`src/rtl/riscv_rf_wb_arbiter.sv`:
```
// Round-robin arbiter sharing the register-file write port between
// several writeback sources, with a single registered output stage.
module riscv_rf_wb_arbiter #(
   parameter int WORD_LENGTH = 32,
   parameter int ADDR_LENGTH = 5,
   parameter int NUM_REQ     = 3
) (
   input  logic                           clk,
   input  logic                           rst,
   input  logic                           stall,
   input  logic [NUM_REQ-1:0]             req_valid,
   input  logic [NUM_REQ*ADDR_LENGTH-1:0] req_addr,
   input  logic [NUM_REQ*WORD_LENGTH-1:0] req_data,
   output logic [NUM_REQ-1:0]             req_ready,
   output logic                           rf_write_en,
   output logic [ADDR_LENGTH-1:0]         rf_write_addr,
   output logic [WORD_LENGTH-1:0]         rf_data,
   output logic [$clog2(NUM_REQ)-1:0]     grant_id
);

   localparam int   GW         = $clog2(NUM_REQ);
   localparam logic RF_WRITE   = 1'b1;
   localparam logic RF_NOWRITE = 1'b0;

   logic [GW-1:0]          ptr_q, ptr_d;
   logic                   wen_q, wen_d;
   logic [ADDR_LENGTH-1:0] addr_q, addr_d;
   logic [WORD_LENGTH-1:0] data_q, data_d;
   logic [GW-1:0]          gid_q, gid_d;

   logic                   gnt_vld;
   logic [GW-1:0]          gnt_idx;
   logic                   xfer;

   // Scan sources starting at the priority pointer; first valid one wins.
   always_comb begin
      int idx;
      gnt_vld = 1'b0;
      gnt_idx = '0;
      idx     = 0;
      for (int k = 0; k < NUM_REQ; k++) begin
         idx = int'(ptr_q) + k;
         if (idx >= NUM_REQ) idx = idx - NUM_REQ;
         if (!gnt_vld && req_valid[idx]) begin
            gnt_vld = 1'b1;
            gnt_idx = GW'(idx);
         end
      end
   end

   // Grant is suppressed during stall and while reset is held.
   always_comb begin
      xfer      = gnt_vld && !stall && !rst;
      req_ready = '0;
      if (xfer) req_ready[gnt_idx] = 1'b1;
   end

   // Next-state for the output stage and the priority pointer.
   always_comb begin
      ptr_d  = ptr_q;
      wen_d  = RF_NOWRITE;
      addr_d = addr_q;
      data_d = data_q;
      gid_d  = gid_q;
      if (xfer) begin
         addr_d = req_addr[gnt_idx*ADDR_LENGTH +: ADDR_LENGTH];
         data_d = req_data[gnt_idx*WORD_LENGTH +: WORD_LENGTH];
         gid_d  = gnt_idx;
         // Writes to x0 are accepted but never reach the RF.
         wen_d  = (addr_d != '0) ? RF_WRITE : RF_NOWRITE;
         if (gnt_idx == GW'(NUM_REQ - 1)) ptr_d = '0;
         else                             ptr_d = gnt_idx + GW'(1);
      end
   end

   // Output stage and pointer registers.
   always_ff @(posedge clk or posedge rst) begin
      if (rst) begin
         ptr_q  <= '0;
         wen_q  <= RF_NOWRITE;
         addr_q <= '0;
         data_q <= '0;
         gid_q  <= '0;
      end else begin
         ptr_q  <= ptr_d;
         wen_q  <= wen_d;
         addr_q <= addr_d;
         data_q <= data_d;
         gid_q  <= gid_d;
      end
   end

   assign rf_write_en   = wen_q;
   assign rf_write_addr = addr_q;
   assign rf_data       = data_q;
   assign grant_id      = gid_q;

endmodule

```
`config.mk`:
```
export PLATFORM = sky130hd
export DESIGN_NAME = riscv_rf_wb_arbiter
export DESIGN_NICKNAME = d
export VERILOG_FILES = /design/src/rtl/riscv_rf_wb_arbiter.sv
export SDC_FILE = /design/constraint.sdc
export NUM_CORES = 1
export LEC_CHECK = 0
export CAP_MARGIN = 15
export CORE_ASPECT_RATIO = 1.2
export CORE_UTILIZATION = 35
export CTS_BUF_LIST = sky130_fd_sc_hd__clkbuf_4
export CTS_CLUSTER_DIAMETER = 100
export DETAILED_ROUTE_END_ITERATION = 8
export PLACE_DENSITY = 0.77
export SYNTH_ARGS = -nofsm -noshare
export SYNTH_HDL_FRONTEND = slang
export SYNTH_SLANG_ARGS = --single-unit
```
`constraint.sdc`:
```
create_clock -name clk -period 3.6 [get_ports clk]
set_input_delay 0.72 -clock clk [delete_from_list [all_inputs] [get_ports clk]]
set_output_delay 0.72 -clock clk [all_outputs]
set_load 0.02 [all_outputs]
```
# Word level (Yosys, flattened, before mapping)
# Index checks and enable logic that the tools add are counted.
word_totals:
  regBits: 42
  output_inout_bits: 43
  word_cells: 57
classes:
  addsub: 6
  n_mul: 1
  magnitude_cmp: 8
  eq_ne: 1
  n_shift: 2
  muxes: 24
  reduce_logical: 10
ops:
  columns: ["op", "count"]
  rows:
  - ["< comparator 32 x 4 -> 1 bit, second input constant", 3]
  - ["2-to-1 mux 32 bit", 3]
  - ["variable part select 96 x 8 -> 32 bit", 1]
  - ["variable part select 15 x 6 -> 5 bit", 1]
  - ["2-to-1 mux 1 bit", 12]
  - ["2-to-1 mux 2 bit", 4]
  - ["subtractor 3 x 2 -> 4 bit, second input constant", 2]
  - ["binary-select mux 1 bit (select 2 bit)", 3]
  - ["greater-or-equal comparator 3 x 2 -> 1 bit, second input constant", 2]
  - ["logical AND 1 bit", 5]
  - ["multiplier 2 x 3 -> 5 bit, second input constant", 1]
  - ["nonzero test 5 bit", 1]
  - ["zero test 1 bit", 4]
  - ["adder 2 x 1 -> 3 bit, second input constant", 1]
  - ["adder 2 x 2 -> 3 bit, second input constant", 1]
  - ["< comparator 2 x 3 -> 1 bit, second input constant", 1]
  - ["2-to-1 mux 3 bit", 1]
  - ["subtractor 2 x 2 -> 3 bit, second input constant", 1]
  - ["adder 2 x 1 -> 2 bit, second input constant", 1]
  - ["demux 1 bit (select 2 bit)", 1]
  - ["equality test 2 bit, second input constant", 1]
  - ["greater-or-equal comparator 2 x 1 -> 1 bit, second input constant", 1]
  - ["greater-or-equal comparator 2 bit, second input constant", 1]

# Longest topological paths before layout
# Gate-level depths: netlist (run 1).
logic_depth:
  word_depth: 17
  depth_mapped: 12
  mapped_depth_nobuf: 9

# Least setup slack after synthesis (run 1)
# OpenSTA, ideal clock, no wires.
synth_timing:
  kind: "register to output"
  from: "reg ptr_q[1]"
  to: "out req_ready[2]"
  arrival_time_ps: 2279
  required_time_ps: 2880
  path_slack_ps: 601
  stages_incl_launch_ff: 11
  cell_sequence: "dfrtp_1 -> inv_1 -> ha_1 -> buf_4 -> mux2i_1 -> mux2_2 -> o21ai_1 -> a211oi_4 -> buf_2 -> inv_2 -> nor2_1"
synth_via:
  elab_chain_len: 17
synth_rtl:
  columns: ["item", "line_no", "rtl"]
  rows:
  - ["start, declared", "25", "logic [GW-1:0] ptr_q, ptr_d;"]
  - ["start signal, assigned", "85", "ptr_q <= ptr_d;"]
  - ["parallel branches: the longest is 16 deep, another holds subtractor 3 x 2 -> 4 bit", null, null]
  - ["2-to-1 mux 3 bit (*)", "55", "if (xfer) req_ready[gnt_idx] = 1'b1;"]
  - ["end, declared", "14", "output logic [NUM_REQ-1:0] req_ready,"]
# Mark *: on every way between the ends. The select of a mux whose other input is x is not followed.

# Worst setup path in the final report (run 1)
layout_timing:
  from: "reg ptr_q[1]"
  to: "out req_ready[0]"
# The elaborated chain is that of the path after synthesis.

==> results by group, run 1 <==
Status
  • Run status: complete, no violations

Clock network
  • TritonCTS clock tree: built
  • Clk Latency, worst-skew pair: 0.36 ns
  • CTS Buffer Depth: 2
  • Total clock sinks: 42
  • Register clock-pin slew on the reported worst setup and hold paths: 0.13 ns
  • CTS Buf Count: 5
  • CTS Root Cell: clkbuf_4
  • Post-CTS Repair Setup Buffers: 0
  • H-tree levels: 2

Worst hold path
  • Hold Path Stages: 2
  • Hold_sp: rf_data[8]
  • Min-Delay Endpoint: rf_data[8]
  • HP Class: flop to flop

Logic synthesis
  • Post-Syn Area per Cell: 8.63 um^2
  • Synth Cell Area: 2610 um^2
  • Top FF cell, synth: dfrtp_1
  • Post-synth EDFFs: 0
  • Register bit count reported by yosys: 42
  • Post-synth top area cell: dfrtp_1
  • Yosys warns: 0
  • Synth Net Count: 423
  • Netlist cell types: 33
  • Mapped Cells: 302
  • Seq/Total Area, Yosys: 0.403
  • Yosys top cell area share: 0.403
  • Post-synthesis async set-or-reset flop share: 1.00
  • Synth top area cells: dfrtp_1 (40%), mux2i_1 (11%), o21ai_1 (7.7%)

Timing
  • Rel. slew slack: 0.399
  • Slew @ Worst Pin: 0.899 ns
  • Hold Fails Final Rpt: 0
  • Final worst setup slack: 0.174 ns
  • Period minus WS final: 3.43 ns
  • Clk_skew: 0.0135 ns
  • Setup TNS: 0 ns
  • Peak Freq: 0.292 GHz
  • Hold WS: 0.493 ns
  • Period utilization: 0.952
  • Max Slew Vio Count: 0
  • Final setup viols: 0
  • RSZ-0062 raised after global routing: no

Power and ir drop
  • Maximum VDD drop: 0.468 mV
  • Power Density: 883 nW/um^2
  • Pleak: 1.84 nW

Routing
  • 1st-iter DRT viols: 65
  • Via count: 2784
  • Drt pass-1 iters: 4
  • Residual DRC: 0
  • Vias per cell: 5.01
  • Final ANT Viol Nets: 0
  • Final wirelength: 7830 um
  • Routed wire per std cell: 14.1 um

Critical path
  • CP Capture Type: output pin
  • Worst Setup Path Type: flop to output pin
  • Worst Setup Start Kind: flop
  • WP data required: 2.88 ns
  • Worst Path Arrival: 2.71 ns
  • RR Endpoint: rf_write_en
  • Crit path max fanout: 4
  • R2R Path Start: ptr_q[0]
  • Number of cells on the worst reg-to-reg path: 10
  • Internal reg-to-reg setup slack: 0.53 ns

Die
  • Die Y: 96.6 um
  • Die area: 7800 um^2
  • Starting density of the core: 0.361
  • Rows: 34
  • Top-level I/O count: 160
  • Core Footprint: 7230 um^2
  • Die X: 80.8 um

GRT
  • Largest net degree at the start of global routing: 66
  • Total GRT Usage: 0.206
  • GRT Residual Overflow: 0
  • First-pass GRT wire length: 12400 um
  • Antenna violations before repair: 0
  • Vias in the first global route: 2665

Placement
  • Area after DPL: 4340 um^2
  • Input/output buffers: 159
  • Hpwl dp: 6010 um
  • Dpl ws: -0.239 ns
  • GP Congestion: 0.785

Final layout
  • Leading cell type in the layout, fill and taps excluded: clkdlybuf4s50_1
  • Final #Nets: 586
  • Layout Utilization: 0.608
  • Fraction of layout cells with a size suffix above 1: 0.0880
  • Area Overhead vs Synth: 68.5%
  • Final Instance Area: 4390 um^2
  • Antenna cells: 0
  • Most frequent cells in the layout: clkdlybuf4s50_1 (156), dfrtp_1 (42), nor2_1 (40), nand2_1 (40), o21ai_1 (39)

Flow run
  • Maxcap violations: 0
==> metal layers <==
layer	part of all wire	global-route usage	up-vias	wire length, um
met3	0.044	0.0413	14	343
met5	0	0	-	0
met4	0.017	0.0625	0	137
met2	0.54	0.385	79	4250
li1	-	-	1384	-
met1	0.40	0.235	1307	3100
==> how the worst max path moves through the flow <==
stage	from	slack [ns]	to
finish	ptr_q[1]	0.17	req_ready[0]
global route	ptr_q[1]	0.01	req_ready[0]
CTS	req_valid[1]	0.04	req_ready[2]
detailed placement	req_valid[1]	-0.24	req_ready[2]
global placement	req_valid[1]	-0.19	req_ready[2]
floorplan	ptr_q[1]	0.60	req_ready[2]
==> synth_stat cells, types with 3 or more instances <==
master	n
a21oi_1	37
clkbuf_1	8
nor3b_1	3
buf_2	10
nor2_1	40
nand2_1	40
dfrtp_1	42
buf_4	4
inv_1	4
o21ai_1	40
mux2i_1	28
a22oi_1	13
buf_6	3
ha_1	4
nand3b_1	3
==> cell type report <==
| type | count | area, um^2 |
|---|---|---|
| Clock inverter | 2 | 8.76 |
| Clock buffer | 6 | 45.0 |
| Timing Repair Buffer | 181 | 1750 |
| Multi-Input combinational cell | 230 | 1410 |
| Tap cell | 90 | 113 |
| Inverter | 5 | 18.8 |
| Sequential cell | 42 | 1050 |
| Fill cell | 664 | 2840 |
==> sequential cells by signal, indices dropped and copies added (netlist names) <==
name / count
rf_data: 32
ptr_q: 2
grant_id: 2
rf_write_addr: 5
rf_write_en: 1
==> what timing repair did <==
action,in CTS,in global routing
gates cloned,0,0
resized for setup,4,3
endpoints found under the setup margin,3,2
hold buffers,0,0
==> report_power, final <==
part / internal, mW / switching (mW) / total (mW) / leakage (nW)
clock network: 0.0812 / 0.157 / 0.238 / 0.0331
registers: 0.692 / 0.114 / 0.806 / 0.527
logic: 1.28 / 1.55 / 2.84 / 1.28
total: 2.06 / 1.82 / 3.88 / 1.84
==> critical path, cell delays in order (launching register included) <==
cell	delay, ns
dfrtp_1	0.44
inv_1	0.08
ha_1	0.25
mux2i_1	0.28
o21ai_1	0.11
buf_4	0.15
nor4b_4	0.30
a211oi_4	0.09
nor3_2	0.26
clkdlybuf4s15_1	0.37
==> per-stage QoR <==
step	cells	power (mW)
6_report	556	3.88
5_1_grt	556	4.22
4_1_cts	556	3.92
3_5_place_dp	548	3.68
3_3_place_gp	548	3.60
2_1_floorplan	302	2.73
==> cell families after synthesis <==
| kind of cell | after synthesis | synth area share |
|---|---|---|
| multiplexers | 30 | 0.116 |
| AO/OA/AOI/OAI | 103 | 0.238 |
| buffers and inverters | 30 | 0.0624 |
| AND/OR/NAND/NOR | 93 | 0.162 |
| flip-flops | 42 | 0.403 |
| adder cells (fa/ha/maj) | 4 | 0.0192 |
No activity file was read; power rests on OpenSTA's default activity.
==> run 2: changes to the inputs <==
CORE_UTILIZATION = 38   (was 35)
PLACE_DENSITY = 0.82   (was 0.77)
==> run 2 against run 1 <==
Net effect: die area fell by 7.7%; routed wire length grew 1.1%; sequential power up 0.6%; final cell count decreased by 1.6%; utilization up 6.3 points; global-route usage is 2.0 points higher; sequential share of layout area is 0.10 points higher; critical path type is now input port to output pin.
==> results by group, run 2 (synthesized netlist as in run 1, its figures left out) <==
Worst hold path
  • Hold_sp: grant_id[1]
  • Hold Path Stages: 1 (-1)
  • Min-Delay Endpoint: grant_id[1]
  • HP Class: flop to flop

Die
  • Die Y: 92.7 um (-3.9%)
  • Starting density of the core: 0.400 (+0.0390)
  • Die area: 7200 um^2 (-7.7%)
  • Die X: 77.6 um (-3.9%)
  • Rows: 32 (-5.9%)
  • Top-level I/O count: 160 (unchanged)
  • Core Footprint: 6530 um^2 (-9.8%)

Timing
  • Peak Freq: 0.286 GHz (-2.0%)
  • Slew @ Worst Pin: 0.874 ns (-0.0253 ns)
  • Clk_skew: 0.0180 ns (+0.00454 ns)
  • RSZ-0062 raised after global routing: no
  • Rel. slew slack: 0.416 (+0.0169)
  • Hold WS: 0.491 ns (-0.00249 ns)
  • Hold Fails Final Rpt: 0 (unchanged)
  • Period utilization: 0.971 (+0.0193)
  • Max Slew Vio Count: 0 (unchanged)
  • Period minus WS final: 3.50 ns (+0.0696 ns)
  • Final setup viols: 0 (unchanged)
  • Setup TNS: 0 ns (unchanged)

Clock network
  • Clk Latency, worst-skew pair: 0.35 ns (about the same)
  • CTS Buf Count: 5 (unchanged)
  • H-tree levels: 2 (unchanged)
  • CTS Hold Bufs: 0 (unchanged)
  • TritonCTS clock tree: built
  • Total clock sinks: 42 (unchanged)
  • CTS Root Cell: clkbuf_4
  • Register clock-pin slew on the reported worst setup and hold paths: 0.10 ns (-0.03 ns)
  • CTS Buffer Depth: 2 (unchanged)

Placement
  • Cells after DPL: 538 (-1.8%)
  • Area after DPL: 4300 um^2 (-1.0%)
  • Hpwl dp: 6140 um (+2.0%)
  • Input/output buffers: 159 (unchanged)
  • GP Congestion: 0.867 (+11%)

Final layout
  • Leading cell type in the layout, fill and taps excluded: clkdlybuf4s50_1
  • Fraction of layout cells with a size suffix above 1: 0.0801 (-0.00790)
  • Antenna cells: 0 (unchanged)
  • Area Overhead vs Synth: 67.8%
  • Final Instance Area: 4380 um^2 (-0.43%)
  • Fin cells: 547 (-1.6%)
  • Largest register FFs: 32 (unchanged)
  • Most frequent cells in the layout: clkdlybuf4s50_1 (156), dfrtp_1 (42), nor2_1 (40), nand2_1 (40), o21ai_1 (38)
  • Final #Nets: 582 (-0.68%)
  • Layout Utilization: 0.670 (+0.0628)

Critical path
  • Crit path max fanout: 5 (+1)
  • Cell seen most often among critical-path stages: buf_4
  • WP data required: 2.88 ns (about the same)
  • Cell Chain, Critical Path: clkdlybuf4s50_1 > buf_4 > nand3b_1 > o21ai_1 > nor3b_1 > buf_4 > a211oi_4 > inv_2 > nor2_1 > dlygate4sd2_1
  • CP peak stage delay: 0.57 ns (+0.13 ns)
  • CP Capture Type: output pin
  • Critical path's slowest cell: clkdlybuf4s50_1
  • Internal reg-to-reg setup slack: 0.47 ns (-0.06 ns)
  • Worst Setup Start Kind: input port
  • Number of cells on the worst reg-to-reg path: 11 (+1)
  • R2R Path Start: ptr_q[1]
  • Worst Setup Path Type: input port to output pin
  • RR Endpoint: rf_write_en
  • Worst Path Arrival: 2.78 ns (+0.07 ns)

Power and ir drop
  • Power Density: 889 nW/um^2 (+0.59%)
  • Pleak: 1.82 nW (-0.94%)
  • Maximum VDD drop: 0.487 mV (+4.1%)

GRT
  • GRT Residual Overflow: 0 (unchanged)
  • Largest net degree at the start of global routing: 45 (-32%)
  • First-pass GRT wire length: 12800 um (+3.1%)
  • Antenna violations before repair: 0 (unchanged)
  • Total GRT Usage: 0.226 (+0.0198)
  • Vias in the first global route: 2798 (+5.0%)

Routing
  • 1st-iter DRT viols: 89 (+37%)
  • Via count: 2796 (+0.43%)
  • Final ANT Viol Nets: 0 (unchanged)
  • Vias per cell: 5.11 (+2.1%)
  • Final wirelength: 7910 um (+1.1%)
  • Residual DRC: 0 (unchanged)
  • Drt pass-1 iters: 4 (unchanged)
  • Routed wire per std cell: 14.5 um (+2.7%)

Flow run
  • Maxcap violations: 0 (unchanged)

Status
  • Run status: complete, no violations
-- run 2: cell type report --
type,instances,area (um^2)
clock inverters,3,11.3
fillers,544,2150
multi-input cells,230,1430
clock buffers,5,37.5
repair buffers,177,1720
well taps,85,106
inverters,5,18.8
flip-flops and latches,42,1050
-- run 2: how the worst max path moves through the flow --
stage | from | end | slack, ns | cells past startpoint
floorplan | ptr_q[1] | req_ready[2] | 0.60 | 10
global placement | req_valid[1] | req_ready[2] | -0.13 | 8
detailed placement | req_valid[2] | req_ready[2] | -0.21 | 9
CTS | req_valid[2] | req_ready[2] | 0.12 | 9
global route | req_valid[2] | req_ready[2] | 0.01 | 10
finish | req_valid[2] | req_ready[2] | 0.10 | 10
-- run 2: stage by stage --
step | setup WS, ns | total power, mW
final | 0.105 | 3.89
after global routing | 0.0143 | 4.21
after CTS | 0.124 | 3.86
after detailed placement | -0.210 | 3.63
after global placement | -0.129 | 3.54
after floorplan | 0.601 | 2.73
-- run 2: what timing repair did --
item                       4_1_cts  5_1_grt
buffers inserted                 0        1
setup endpoints to repair        3        2
pin swaps                        1        1
resized for setup                6        2
-- run 2: power by group --
group | internal (mW) | leakage [nW] | total [mW] | switching [mW]
Sequential | 0.692 | 0.527 | 0.811 | 0.119
Clock | 0.0698 | 0.0277 | 0.217 | 0.148
Combinational | 1.28 | 1.26 | 2.86 | 1.58
Total | 2.05 | 1.82 | 3.89 | 1.84
-- run 2: metal layers --
metal / vias to the layer above / global-route usage / part of all wire
li1: 1374 / - / -
met4: 0 / 0.0708 / 0.023
met5: - / 0 / 0
met3: 17 / 0.0571 / 0.051
met2: 93 / 0.430 / 0.54
met1: 1312 / 0.241 / 0.39
-- run 2: worst max-delay path, delay by kind of cell --
family / cells / cell delay (ns)
buffers and inverters: 5 / 1.29
AO/OA/AOI/OAI: 2 / 0.47
AND/OR/NAND/NOR: 3 / 0.30
==> run 3: changes to the inputs <==
CAP_MARGIN = 0   (was 15)
SKIP_LAST_GASP = 1   (was default)
==> results of run 3 <==
No change in the layout: final DEF, timing and power equal those of run 2.
